### src/rtl/uart_rx_fifo.sv
`default_nettype none
// ============================================================================
// Module      : uart_rx_fifo
// Description : Receive buffer between rx_engine and the processor port bus.
//               Optional fill-level read port: UART_RXF_LEVEL_PORT_EN.
// Revision    : 1.0 - initial release
// ============================================================================
module uart_rx_fifo #(
    parameter int          DEPTH_LOG2 = 4,
    parameter logic [15:0] DATA_PORT  = 16'h0000,
    parameter logic [15:0] STAT_PORT  = 16'h0001,
    parameter logic [15:0] LEVEL_PORT = 16'h0002
) (
    input  logic        clk,
    input  logic        reset,
    input  logic        rxrdy,
    input  logic [7:0]  rx_data,
    input  logic        ferr,
    input  logic        perr,
    input  logic        ovf,
    output logic        clr,
    input  logic [15:0] port_id,
    input  logic        read_strobe,
    output logic [7:0]  in_port,
    output logic        interrupt,
    input  logic        int_ack
);

    localparam int                    c_depth       = 1 << DEPTH_LOG2;
    localparam logic [DEPTH_LOG2-1:0] c_ptr_one     = 1;
    localparam logic [DEPTH_LOG2:0]   c_cnt_one     = 1;
    localparam logic [0:0]            c_st_idle     = 1'b0;
    localparam logic [0:0]            c_st_wait_low = 1'b1;

    logic [0:0]            r_state;
    logic [DEPTH_LOG2-1:0] r_wr_ptr;
    logic [DEPTH_LOG2-1:0] r_rd_ptr;
    logic [DEPTH_LOG2:0]   r_count;
    logic                  r_fifo_ovr;
    logic                  r_interrupt;
    logic                  r_clr;
    logic [10:0]           r_mem [c_depth];

    logic                  w_empty;
    logic                  w_full;
    logic                  w_half;
    logic                  w_pop;
    logic                  w_stat_rd;
    logic                  w_req;
    logic                  w_push;
    logic                  w_drop;
    logic [10:0]           w_head;
    logic [7:0]            w_status;

    // count never exceeds DEPTH, so its top two bits give full and >= DEPTH/2
    assign w_empty   = (r_count == '0);
    assign w_full    = r_count[DEPTH_LOG2];
    assign w_half    = r_count[DEPTH_LOG2] | r_count[DEPTH_LOG2-1];

    assign w_pop     = read_strobe && (port_id == DATA_PORT) && !w_empty;
    assign w_stat_rd = read_strobe && (port_id == STAT_PORT);

    // A pop in the same cycle frees a slot, so a full FIFO still accepts the push
    assign w_req     = (r_state == c_st_idle) && rxrdy;
    assign w_push    = w_req && (!w_full || w_pop);
    assign w_drop    = w_req && !w_push;

    assign w_head    = r_mem[r_rd_ptr];
    assign w_status  = {r_fifo_ovr,
                        (w_empty ? 3'b000 : w_head[10:8]),
                        w_full, w_half, 1'b0, !w_empty};

    always_ff @(posedge clk) begin
        if (w_push) begin
            r_mem[r_wr_ptr] <= {ferr, perr, ovf, rx_data};
        end
    end

    always_ff @(posedge clk) begin
        if (reset) begin
            r_state     <= c_st_idle;
            r_wr_ptr    <= '0;
            r_rd_ptr    <= '0;
            r_count     <= '0;
            r_fifo_ovr  <= 1'b0;
            r_interrupt <= 1'b0;
            r_clr       <= 1'b0;
        end else begin
            r_clr <= 1'b0;
            case (r_state)
                c_st_idle: begin
                    if (rxrdy) begin
                        r_clr   <= 1'b1;
                        r_state <= c_st_wait_low;
                    end
                end
                c_st_wait_low: begin
                    if (!rxrdy) begin
                        r_state <= c_st_idle;
                    end
                end
                default: r_state <= c_st_idle;
            endcase

            if (w_push) begin
                r_wr_ptr <= r_wr_ptr + c_ptr_one;
            end
            if (w_pop) begin
                r_rd_ptr <= r_rd_ptr + c_ptr_one;
            end
            case ({w_push, w_pop})
                2'b10:   r_count <= r_count + c_cnt_one;
                2'b01:   r_count <= r_count - c_cnt_one;
                default: r_count <= r_count;
            endcase

            if (w_drop) begin
                r_fifo_ovr <= 1'b1;
            end else if (w_stat_rd) begin
                r_fifo_ovr <= 1'b0;
            end

            // Set has priority so a push coinciding with an ack is not lost
            if (w_push) begin
                r_interrupt <= 1'b1;
            end else if (int_ack) begin
                r_interrupt <= 1'b0;
            end
        end
    end

    always_comb begin
        in_port = 8'h00;
        if (port_id == DATA_PORT) begin
            in_port = w_empty ? 8'h00 : w_head[7:0];
        end else if (port_id == STAT_PORT) begin
            in_port = w_status;
        end else if (port_id == LEVEL_PORT) begin
`ifdef UART_RXF_LEVEL_PORT_EN
            in_port = 8'(r_count);
`else
            in_port = 8'h00;
`endif
        end
    end

    assign clr       = r_clr;
    assign interrupt = r_interrupt;

endmodule
`default_nettype wire

### config.mk
export PLATFORM = sky130hd
export DESIGN_NAME = uart_rx_fifo
export DESIGN_NICKNAME = d
export VERILOG_FILES = /design/src/rtl/uart_rx_fifo.sv
export SDC_FILE = /design/constraint.sdc
export NUM_CORES = 1
export LEC_CHECK = 0
export CORE_MARGIN = 2
export CORE_UTILIZATION = 40
export DETAILED_ROUTE_END_ITERATION = 6
export HOLD_SLACK_MARGIN = 0.06
export PLACE_DENSITY = 0.64
export SYNTH_ARGS = -nofsm -noshare
export SYNTH_HDL_FRONTEND = slang
export SYNTH_SLANG_ARGS = --single-unit
### constraint.sdc
create_clock -name clk -period 3.7 [get_ports clk]
set_input_delay 0.37 -clock clk [delete_from_list [all_inputs] [get_ports clk]]
set_output_delay 0.37 -clock clk [all_outputs]
set_load 0.05 [all_outputs]
After elaboration in Yosys (flattened, before gate mapping)
Memory sizes are Yosys's and may differ from the RTL's. A register that Yosys moved wholly into a read port is not among the register bits.
Index checks and enable logic that the tools add are counted.
- memories: 1
- memory bits (writable): 176
- input bits: 32
- register bits after elaboration: 17
- bitwise gates (word level): 2
- mux-type cells: 14
- reductions and logical operators: 16
- add/sub/neg operators: 4
- eq/ne operators: 3
- memories (name ; words ; width ; rd ports ; clocked after memory_dff ; write ports ; RTL line ; RTL):
    r_mem ; 16 ; 11 ; 1 ; 1 ; 1 ; 42 ; logic [10:0] r_mem [c_depth];
- operators with widths (operator ; count):
    $mux W8 ; 3
    $eq A16 B1 Y1 const B ; 1
    $logic_not A16 Y1 ; 1
    $pmux W5 S2 ; 1
    $add A4 B1 Y4 const B ; 2
    $mux W4 ; 2
    $mux W1 ; 7
    $logic_and A1 B1 Y1 ; 6
    $reduce_bool A2 Y1 ; 3
    $add A5 B1 Y5 const B ; 1
    $logic_not A5 Y1 ; 1
    $sub A5 B1 Y5 const B ; 1
    $logic_not A1 Y1 ; 3
    $mux W3 ; 1
    $eq A2 B1 Y1 const B ; 1
    $eq A2 B2 Y1 const B ; 1
    $reduce_or A2 Y1 ; 1
    $logic_or A1 B1 Y1 ; 1
    $not A1 Y1 ; 1
    $or A1 B1 Y1 ; 1

Depth between registers and ports, before layout
Gate-level depths: netlist of the first run.
- word-level depth: 8
- mapped depth: 15
- depth with buffers taken out: 13

Least setup slack after synthesis of the first run
OpenSTA, ideal clock, no wires.
- kind: input -> register
- start: input port port_id[11]
- end: register r_count[4]
- stages: 15
- slack: 0.229 ns
- data arrival time: 3.400 ns
- buffers on the path: 2
- setup time: 0.071 ns
- data required time: 3.629 ns
- cells stage by stage: nor4_1 nand4_1 o21ai_2 and2_1 clkbuf_1 inv_1 ha_1 buf_2 xor2_1 ha_1 nand2b_1 a22oi_1 o32ai_1 or4_1 a21oi_1
- word-level cells in the longest chain between the ends: 7
- elaborated cells between the ends (all ways): 9
- those cells by class: 2 x eq/ne; 1 x mux; 6 x reduce/logical
- ends and longest elaborated chain (element ; RTL line ; RTL):
    start, declared ; 22 ; input logic [15:0] port_id,
    $logic_not A16 Y1 * ; 60 ; assign w_pop = read_strobe && (port_id == DATA_PORT) && !w_empty;
    $logic_and A1 B1 Y1 * (2 in series) ; 60 ;
    $logic_or A1 B1 Y1 ; 65 ; assign w_push = w_req && (!w_full || w_pop);
    $logic_and A1 B1 Y1 ; 65 ;
    $eq A2 B1 Y1 / $eq A2 B2 Y1 (equally long branches) ; 111 ; case ({w_push, w_pop})
    $pmux W5 S2 / $reduce_bool A2 Y1 (equally long branches) ; n/a ;
    end signal, assigned ; 112 ; 2'b10: r_count <= r_count + c_cnt_one;
    end signal, assigned ; 113 ; 2'b01: r_count <= r_count - c_cnt_one;
    end signal, assigned ; 114 ; default: r_count <= r_count;
    end, declared ; 38 ; logic [DEPTH_LOG2:0] r_count;
Every way passes the cells marked *; elsewhere a longest branch is shown, timed or not.
A chain may end at the register's enable or synchronous reset.

==> metrics.txt, run 1 <==
dpl hpwl 10500 um; hold crit path type reg -> reg; routed via count 4331; core area 19500 sq um; number of port buffers 41; Cell Area, Synth 8010 sq um; number of I/O pins 42; synthesized flop and latch total 197; DRT Pass-1 Iters 5; Synth Area per Inst 17.9 sq um; Setup CP Type reg -> out; wire per inst 21.9 um; number of H-tree levels 4; Post-Syn Nets 487; number of cells on the worst reg-to-reg path 11; crit-path most repeated cell nand2_1; DR iter-0 viols 425; gr usage total 0.167; Max FO, Critical Path 12; Peak Freq 287 MHz; CTS Hold Buffers Added 0; hold path depth 2; Inserted Clock Buffers 17; CP Data Required Time 3.33 ns; critical path capture point type output port; clk_skew 0.0106 ns; Pwr Density 478 nW/um^2; FF-to-FF setup slack 0.56 ns; Distinct cells, synth 45; sequential share of the synthesized area 0.712; RSZ-0062 raised after global routing false; critical path arrival 3.11 ns; final hold viol count 0; share of the synthesized area in the top cell type 0.660; Die Y 146 um; Ys Warns 0; critical path cell sequence nor2b_1 > a22oi_1 > nand2_1 > nand2_1 > a21oi_1 > clkdlybuf4s50_1; most common cell after layout, fill and taps aside edfxtp_1; dominant cells by area after synthesis edfxtp_1 (66%), mux4_2 (13%), dfxtp_1 (5.2%); diode count 0; layout net count 545; most frequent cells in the layout edfxtp_1 (176), mux4_2 (46), clkdlybuf4s50_1 (36); routed vias/inst 5.53; Slew Limit Fails 0; vias in the first global route 4521; hold endpoint interrupt; post-synthesis instance total 447; Tcrit/Tclk final 0.940; Die ar. 21200 sq um; post-cts sizing count 0; setup TNS 0 ns; CTS tree yes; max_slew headroom 0.421; post-layout instance area 9420 sq um; Worst VDD drop 0.342 mV; Synth area leader edfxtp_1; beginning of the worst hold path interrupt; worst path bufs/invs 1; Crit Reg-Reg Endpoint r_count[4]; LEAKAGE 3.00 nW; Crit path max-delay family buffers and inverters; CTS clk-pin slew, worst paths 0.07 ns; crit path time final 3.48 ns; status finished, final reports clean; clock root cell clkbuf_16; clk_lat worst skew 0.44 ns; max-cap viol count 0; Die Span X 146 um; CTS Buffer Depth 2; dpl cell area 8800 sq um; GRT Residual Overflow 0; Startpoint Class flop; first-pass GRT wire length 26000 um; routability cong. 0.800; share of cells above drive strength 1 0.216; Initial Utilization 0.410; num rows 51; post-CTS setup buffers 0; pin count of the biggest net entering global routing 26; Critical Path Max Stage Delay 0.83 ns; initial antenna violation count 0; DRC viols 0; slowest cell on the critical path clkdlybuf4s50_1; area grow syn2layout 17.6%; DRT antenna net count 0; Sink Count 197; routed wire length 17100 um; Final Setup Violations 0; worst-margin pin slew 0.865 ns; fill count 1663; reg2reg start r_count[4]
==> report_power, final <==
group | internal [mW] | total, mW | leakage, nW | switching [mW]
combinational | 0.0694 | 0.161 | 0.945 | 0.0918
sequential | 2.44 | 2.45 | 1.76 | 0.0121
clock | 1.03 | 1.89 | 0.299 | 0.856
==> metrics by stage <==
stage                     worst slack (ns)   util  cells  power (mW)  hold WS (ns)
after floorplan                      0.229      -    447        2.57         0.467
after global placement               0.284  0.451    751        2.66         0.476
after detailed placement             0.166  0.451    751        2.67         0.489
after CTS                            0.190  0.482    783        4.54         0.498
after global routing               0.00561  0.482    783        4.62         0.517
final                                0.221  0.482    783        4.50         0.495
==> area by class of cell <==
type | instances | area, sq um | share of cell area
clock inverter | 15 | 189 | 0.0201
tap | 265 | 332 | 0.0352
multi-input combinational | 221 | 2170 | 0.231
inverter | 6 | 22.5 | 0.00239
clock buffer | 17 | 425 | 0.0452
timing repair buffer | 62 | 568 | 0.0603
sequential | 197 | 5710 | 0.606
==> logic make-up (layout without fill, tap and decap cells) <==
| group | Yosys count | after routing | synth area share |
|---|---|---|---|
| DFF | 197 | 197 | 0.712 |
| muxes | 50 | 50 | 0.135 |
| and+or+nand+nor | 106 | 106 | 0.0734 |
| xor gates and xnor gates | 7 | 7 | 0.00766 |
| adders and majority gates | 8 | 8 | 0.0125 |
| buffers and inverters | 29 | 100 | 0.0164 |
| AOI/OAI and AO/OA | 50 | 50 | 0.0430 |
==> cells in the mapped netlist, drive strengths merged <==
master,count
a22oi,19
nand4,1
nor3b,2
mux4,46
ha,8
o21a,2
nand2b,8
nand4b,1
o31ai,4
or2,1
a311oi,1
clkbuf,8
and3,11
and4,3
mux2i,2
nand3b,1
edfxtp,176
o21ai,5
nor4,6
nor2,26
xor2,3
and3b,1
nand3,10
and2,5
buf,15
a21oi,12
o311a,1
a31o,1
mux2,2
or4,3
nor2b,11
o32ai,2
inv,6
a211oi,3
nor3,5
xnor2,4
nand2,11
dfxtp,21
==> sequential cells by signal, indices dropped and copies added (netlist names), named ones only <==
register	count
r_mem	176
clr	1
r_wr_ptr	4
r_fifo_ovr	1
r_state	1
interrupt	1
r_count	5
r_rd_ptr	4
==> routing by layer <==
metal,global-route usage,wire (um),vias to the layer above
met5,0,0,-
met1,0.206,6890,2278
met4,0.0706,360,0
met3,0.0263,684,28
met2,0.293,9200,107
li1,-,-,1918
==> worst register-to-register path: stages (launching register included) <==
cell	delay, ns
dfxtp_1	0.41
or4_4	0.59
nor2_4	0.20
nor3_2	0.08
ha_1	0.24
xor2_1	0.15
ha_1	0.26
nand2b_1	0.17
a22oi_1	0.20
o32ai_1	0.13
or4_1	0.51
a21oi_1	0.14
==> worst max path at each step <==
stage / cells after the start / slack (ns) / end / start
global placement: 14 / 0.28 / r_count[4] / port_id[5]
finish: 6 / 0.22 / in_port[2] / flop
CTS: 6 / 0.19 / in_port[2] / flop
global route: 6 / 0.006 / in_port[2] / flop
floorplan: 15 / 0.23 / r_count[4] / port_id[11]
detailed placement: 14 / 0.17 / r_count[4] / port_id[3]
No activity file was read; power rests on OpenSTA's default activity.
==> run 2: changes to the inputs <==
--- a/config.mk
+++ b/config.mk
@@ -5,11 +5,14 @@
 export SDC_FILE = /design/constraint.sdc
 export NUM_CORES = 1
 export LEC_CHECK = 0
+export CELL_PAD_IN_SITES_DETAIL_PLACEMENT = 1
+export CELL_PAD_IN_SITES_GLOBAL_PLACEMENT = 1
 export CORE_MARGIN = 2
-export CORE_UTILIZATION = 40
+export CORE_UTILIZATION = 46
+export CTS_CLUSTER_SIZE = 28
 export DETAILED_ROUTE_END_ITERATION = 6
 export HOLD_SLACK_MARGIN = 0.06
-export PLACE_DENSITY = 0.64
+export PLACE_DENSITY = 0.8
 export SYNTH_ARGS = -nofsm -noshare
 export SYNTH_HDL_FRONTEND = slang
 export SYNTH_SLANG_ARGS = --single-unit
==> metrics.txt, run 2 (synthesized netlist as in run 1, its figures left out) <==
status finished, final reports clean; pin count of the biggest net entering global routing 25 (-3.8%); Max FO, Critical Path 15 (+3); clock root cell clkbuf_16; DR iter-0 viols 404 (-4.9%); final hold viol count 0 (unchanged); DRC viols 0 (unchanged); FF-to-FF setup slack 0.44 ns (-0.12 ns); number of I/O pins 42 (unchanged); most frequent cells in the layout edfxtp_1 (176), mux4_2 (46), clkdlybuf4s50_1 (36); Initial Utilization 0.466 (+0.0561); beginning of the worst hold path interrupt; Pwr Density 485 nW/um^2 (+1.4%); Die Y 136 um (-6.6%); pre-CTS WS -0.000665 ns (-0.166 ns); wire per inst 25.2 um (+15%); crit path capture in_port[7]; vias in the first global route 4724 (+4.5%); RSZ-0062 raised after global routing false; Setup CP Type reg -> out; Peak Freq 292 MHz (+1.7%); Worst VDD drop 0.391 mV (+15%); reg2reg start r_count[4]; biggest regs r_mem (176), r_count (5); gr usage total 0.215 (+0.0485); DRT antenna net count 0 (unchanged); Inserted Clock Buffers 17 (unchanged); routed wire length 18600 um (+8.7%); DRT Pass-1 Iters 5 (unchanged); CTS Buffer Depth 2 (unchanged); post-layout instance area 9340 sq um (-0.80%); LEAKAGE 2.99 nW (-0.49%); post-CTS setup buffers 0 (unchanged); CTS clk-pin slew, worst paths 0.07 ns (about the same); clk_skew 0.0120 ns (+0.00141 ns); Die Span X 136 um (-6.6%); number of port buffers 41 (unchanged); worst setup margin 0.279 ns (+0.0579 ns); max-cap viol count 0 (unchanged); CTS Hold Buffers Added 0 (unchanged); Top reg by flops r_mem; most common cell after layout, fill and taps aside edfxtp_1; initial antenna violation count 0 (unchanged); routed via count 4436 (+2.4%); Tcrit/Tclk final 0.925 (-0.0156); dpl cell area 8730 sq um (-0.82%); dpl hpwl 12000 um (+14%); first-pass GRT wire length 28400 um (+8.9%); core area 17200 sq um (-12%); Sink Count 197 (unchanged); critical path arrival 3.05 ns (-0.06 ns); Post-Route Utilization 0.544 (+0.0616); num rows 48 (-5.9%); worst-margin pin slew 0.899 ns (+0.0334 ns); Startpoint Class flop; share of cells above drive strength 1 0.210 (-0.00651); number of H-tree levels 4 (unchanged); layout net count 542 (-0.55%); post-cts sizing count 0 (unchanged); Final Setup Violations 0 (unchanged); clk_lat worst skew 0.44 ns (about the same); diode count 0 (unchanged); Slew Limit Fails 0 (unchanged); GRT Residual Overflow 0 (unchanged); max_slew headroom 0.399 (-0.0223); crit path time final 3.42 ns (-0.0579 ns); Crit Reg-Reg Endpoint r_count[4]; routed vias/inst 5.99 (+8.4%); Die ar. 18500 sq um (-13%); max reg flops 176 (unchanged); setup TNS 0 ns (unchanged); CP Data Required Time 3.33 ns (about the same); routability cong. 0.769 (-3.8%); fill count 1598 (-3.9%); area grow syn2layout 16.6%; CTS tree yes; hold crit path type reg -> reg; number of cells on the worst reg-to-reg path 11 (unchanged); critical path capture point type output port
run 2: cell types whose count changed in the layout (fill, tap and decap cells not counted), sizes merged:
cell and delta:
clkbuf +1, buf -3, clkinvlp -1, clkinv -2
inv +2
run 2: worst max-delay path, cell delays in order (launching register included):
cell	delay [ns]
dfxtp_2	0.68
mux4_2	0.61
a22oi_1	0.25
nand2_1	0.10
a22oi_1	0.19
nor2_1	0.08
clkdlybuf4s50_1	0.70
run 2: final cells by class:
| class | count | area (sq um) | share of cell area |
|---|---|---|---|
| Multi-Input combinational cell | 221 | 2170 | 0.233 |
| Inverter | 6 | 22.5 | 0.00241 |
| Tap cell | 225 | 282 | 0.0301 |
| Timing Repair Buffer | 59 | 546 | 0.0584 |
| Clock buffer | 18 | 429 | 0.0459 |
| Clock inverter | 14 | 183 | 0.0196 |
| Sequential cell | 197 | 5710 | 0.611 |
run 2: worst min-delay path by stage:
stage / endpoint / cells after the start
6_report: interrupt / 2
5_1_grt: interrupt / 2
4_1_cts: interrupt / 2
3_5_place_dp: interrupt / 2
3_3_place_gp: interrupt / 2
2_1_floorplan: r_fifo_ovr / 1
run 2: routing by layer:
layer | up-vias | global-route usage | wire length (um)
met2 | 144 | 0.372 | 9950
met4 | 0 | 0.0880 | 436
li1 | 1915 | - | -
met5 | - | 0 | 0
met1 | 2344 | 0.269 | 7390
met3 | 33 | 0.0391 | 855
run 2: per-stage QoR:
stage               hold slack (ns)  instances  power (mW)
global route                  0.515        740        4.64
CTS                           0.493        740        4.55
floorplan                     0.467        447        2.57
finish                        0.483        740        4.53
global placement              0.468        708        2.66
detailed placement            0.483        708        2.67
run 2: power breakdown:
part           switching (mW)  internal, mW  leakage [nW]
Combinational          0.0977        0.0694         0.930
Clock                   0.875          1.03         0.300
Sequential             0.0125          2.44          1.76
Total                   0.985          3.54          2.99
==> run 3: changes to the inputs <==
--- a/config.mk
+++ b/config.mk
@@ -11,6 +11,7 @@
 export CORE_UTILIZATION = 46
 export CTS_CLUSTER_SIZE = 28
 export DETAILED_ROUTE_END_ITERATION = 6
+export GPL_TIMING_DRIVEN = 0
 export HOLD_SLACK_MARGIN = 0.06
 export PLACE_DENSITY = 0.8
 export SYNTH_ARGS = -nofsm -noshare
==> metrics.txt, run 3 (synthesized netlist as in run 1, its figures left out) <==
status finished, final reports clean; most common cell after layout, fill and taps aside edfxtp_1; Peak Freq 284 MHz (-2.9%); critical path cell sequence buf_2 > buf_2 > and2_1 > buf_1 > a22oi_1 > nand2_1 > nand2_1 > a21oi_1 > dlygate4sd2_1; Sink Count 197 (unchanged); routability cong. 0.812 (+5.6%); share of cells above drive strength 1 0.218 (+0.00809); DRT antenna net count 0 (unchanged); DR iter-0 viols 442 (+9.4%); Clock power frac 0.415 (-0.006); Crit path max-delay family buffers and inverters; fill count 1609 (+0.69%); critical path capture point type output port; Setup CP Type reg -> out; sw frac 0.204 (-0.0131); footprint of the multi-input gates 2210 sq um (+2.0%); dpl cell area 8700 sq um (-0.33%); gr usage total 0.223 (+0.00803); setup TNS 0 ns (unchanged); Worst VDD drop 0.377 mV (-3.5%); wire per inst 26.1 um (+3.7%); dpl cells 713 (+0.71%); max_slew headroom 0.394 (-0.00533); routed vias/inst 5.94 (-0.88%); hold endpoint interrupt; Finished Layout Cells 753 (+1.8%); critical path arrival 3.15 ns (+0.10 ns); clk_skew 0.00984 ns (-0.00218 ns); layout net count 555 (+2.4%); FF-to-FF setup slack 0.30 ns (-0.14 ns); CTS clk-pin slew, worst paths 0.07 ns (about the same); diode count 0 (unchanged); number of H-tree levels 4 (unchanged); Die Y 136 um (unchanged); Final Setup Violations 0 (unchanged); clock root cell clkbuf_16; met2 wire len 10600 um (+6.3%); post-layout instance area 9390 sq um (+0.54%); area grow syn2layout 17.3%; CTS tree yes; Top reg by flops r_mem; number of cells on the worst reg-to-reg path 12 (+1); GRT Residual Overflow 0 (unchanged); Comb power frac 0.038 (about the same); first-pass GRT wire length 29100 um (+2.7%); dpl hpwl 12200 um (+1.7%); Tcrit/Tclk final 0.952 (+0.0276); Critical Path Max Stage Delay 0.56 ns (-0.14 ns); Routed met1 length 7750 um (+4.9%); Die Span X 136 um (unchanged); clk_lat worst skew 0.45 ns (about the same); worst path bufs/invs 4 (+3); Inserted Clock Buffers 17 (unchanged); DR WL met3 933 um (+9.1%); worst setup margin 0.177 ns (-0.102 ns); biggest regs r_mem (176), r_count (5); vias in the first global route 4902 (+3.8%); Crit Reg-Reg Endpoint r_count[4]; initial antenna violation count 0 (unchanged); max reg flops 176 (unchanged); routed via count 4474 (+0.86%); most frequent cells in the layout edfxtp_1 (176), mux4_2 (46), clkdlybuf4s50_1 (34); beginning of the worst hold path interrupt; reg2reg start r_count[4]; sequential cell area 5710 sq um (about the same); DRC viols 0 (unchanged); Initial Utilization 0.466 (unchanged); Max FO, Critical Path 10 (-5); CP Data Required Time 3.33 ns (about the same); DRT Pass-1 Iters 5 (unchanged); LEAKAGE 3.03 nW (+1.5%); Psw 918 uW (-6.8%); Sequential Power Share 0.546 (+0.004); num rows 48 (unchanged); number of port buffers 41 (unchanged); pin count of the biggest net entering global routing 17 (-32%); CTS Buffer Depth 2 (unchanged); max layer used met4; number of I/O pins 42 (unchanged); final hold viol count 0 (unchanged); final hold slack 0.490 ns (+0.00721 ns); slowest cell on the critical path dlygate4sd2_1; hold crit path type reg -> reg; routed wire length 19700 um (+5.5%); Pint 3.57 mW (+0.83%); hold path depth 2 (unchanged); Startpoint Class flop; Slew Limit Fails 0 (unchanged); max-cap viol count 0 (unchanged); worst-margin pin slew 0.909 ns (+0.0108 ns); Pwr Density 478 nW/um^2 (-1.4%); crit path time final 3.52 ns (+0.102 ns); CTS Hold Buffers Added 0 (unchanged); post-layout power 4.49 mW (-0.83%); core area 17200 sq um (unchanged); Post-Route Utilization 0.547 (+0.00291); pre-CTS WS -0.937 ns (-0.936 ns); Die ar. 18500 sq um (unchanged)
[run 3: cell types whose count changed in the layout (fill, tap and decap cells not counted), sizes merged]
cell and delta:
bufinv +1, clkinv +2, clkbuf +10, dlygate4sd2 +3
clkdlybuf4s50 -2, dlymetal6s2s +1, inv -6, clkinvlp +2
buf +2
[run 3: worst reg2reg max path: cells and delay by family, from the launching register on]
kind            cells  cell delay, ns
compound gates      3            0.51
fa+ha+maj           2            0.46
buf+inv             1            0.19
xor+xnor            1            0.16
flops               1            0.42
simple gates        5            1.60
[run 3: layout make-up]
cell class / instances / share of cell area
buffer: 21 / 0.0117
clock buffer: 19 / 0.0461
clock inverter: 13 / 0.0165
inverter: 6 / 0.00240
multi-input combinational: 221 / 0.236
sequential: 197 / 0.608
tap: 225 / 0.0300
timing repair buffer: 51 / 0.0500
[run 3: power groups by stage]
stage	clock network, mW	registers [mW]	logic [mW]
detailed placement	0	2.50	0.165
finish	1.87	2.45	0.172
CTS	1.87	2.45	0.172
global placement	0	2.50	0.155
global route	1.94	2.45	0.186
floorplan	0	2.50	0.0684
[run 3: worst max-delay path by stage]
stage	startpoint	end	slack, ns	cells after the start
after floorplan	port_id[11]	r_count[4]	0.23	15
after global placement	port_id[3]	r_count[4]	-0.68	16
after detailed placement	port_id[3]	r_count[4]	-0.94	16
after CTS	port_id[3]	r_count[4]	0.02	15
after global routing	port_id[11]	r_count[4]	-0.009	15
final	flop	in_port[2]	0.18	9
[run 3: metal layers]
layer | global-route usage | vias up
met1 | 0.274 | 2364
met3 | 0.0507 | 33
met2 | 0.387 | 132
met4 | 0.0845 | 0
met5 | 0 | -
li1 | - | 1945
[run 3: timing repair]
action	in CTS	in global routing
resized for setup	23	11
setup buffers	3	7
setup endpoints to repair	9	6
pin swaps	2	3
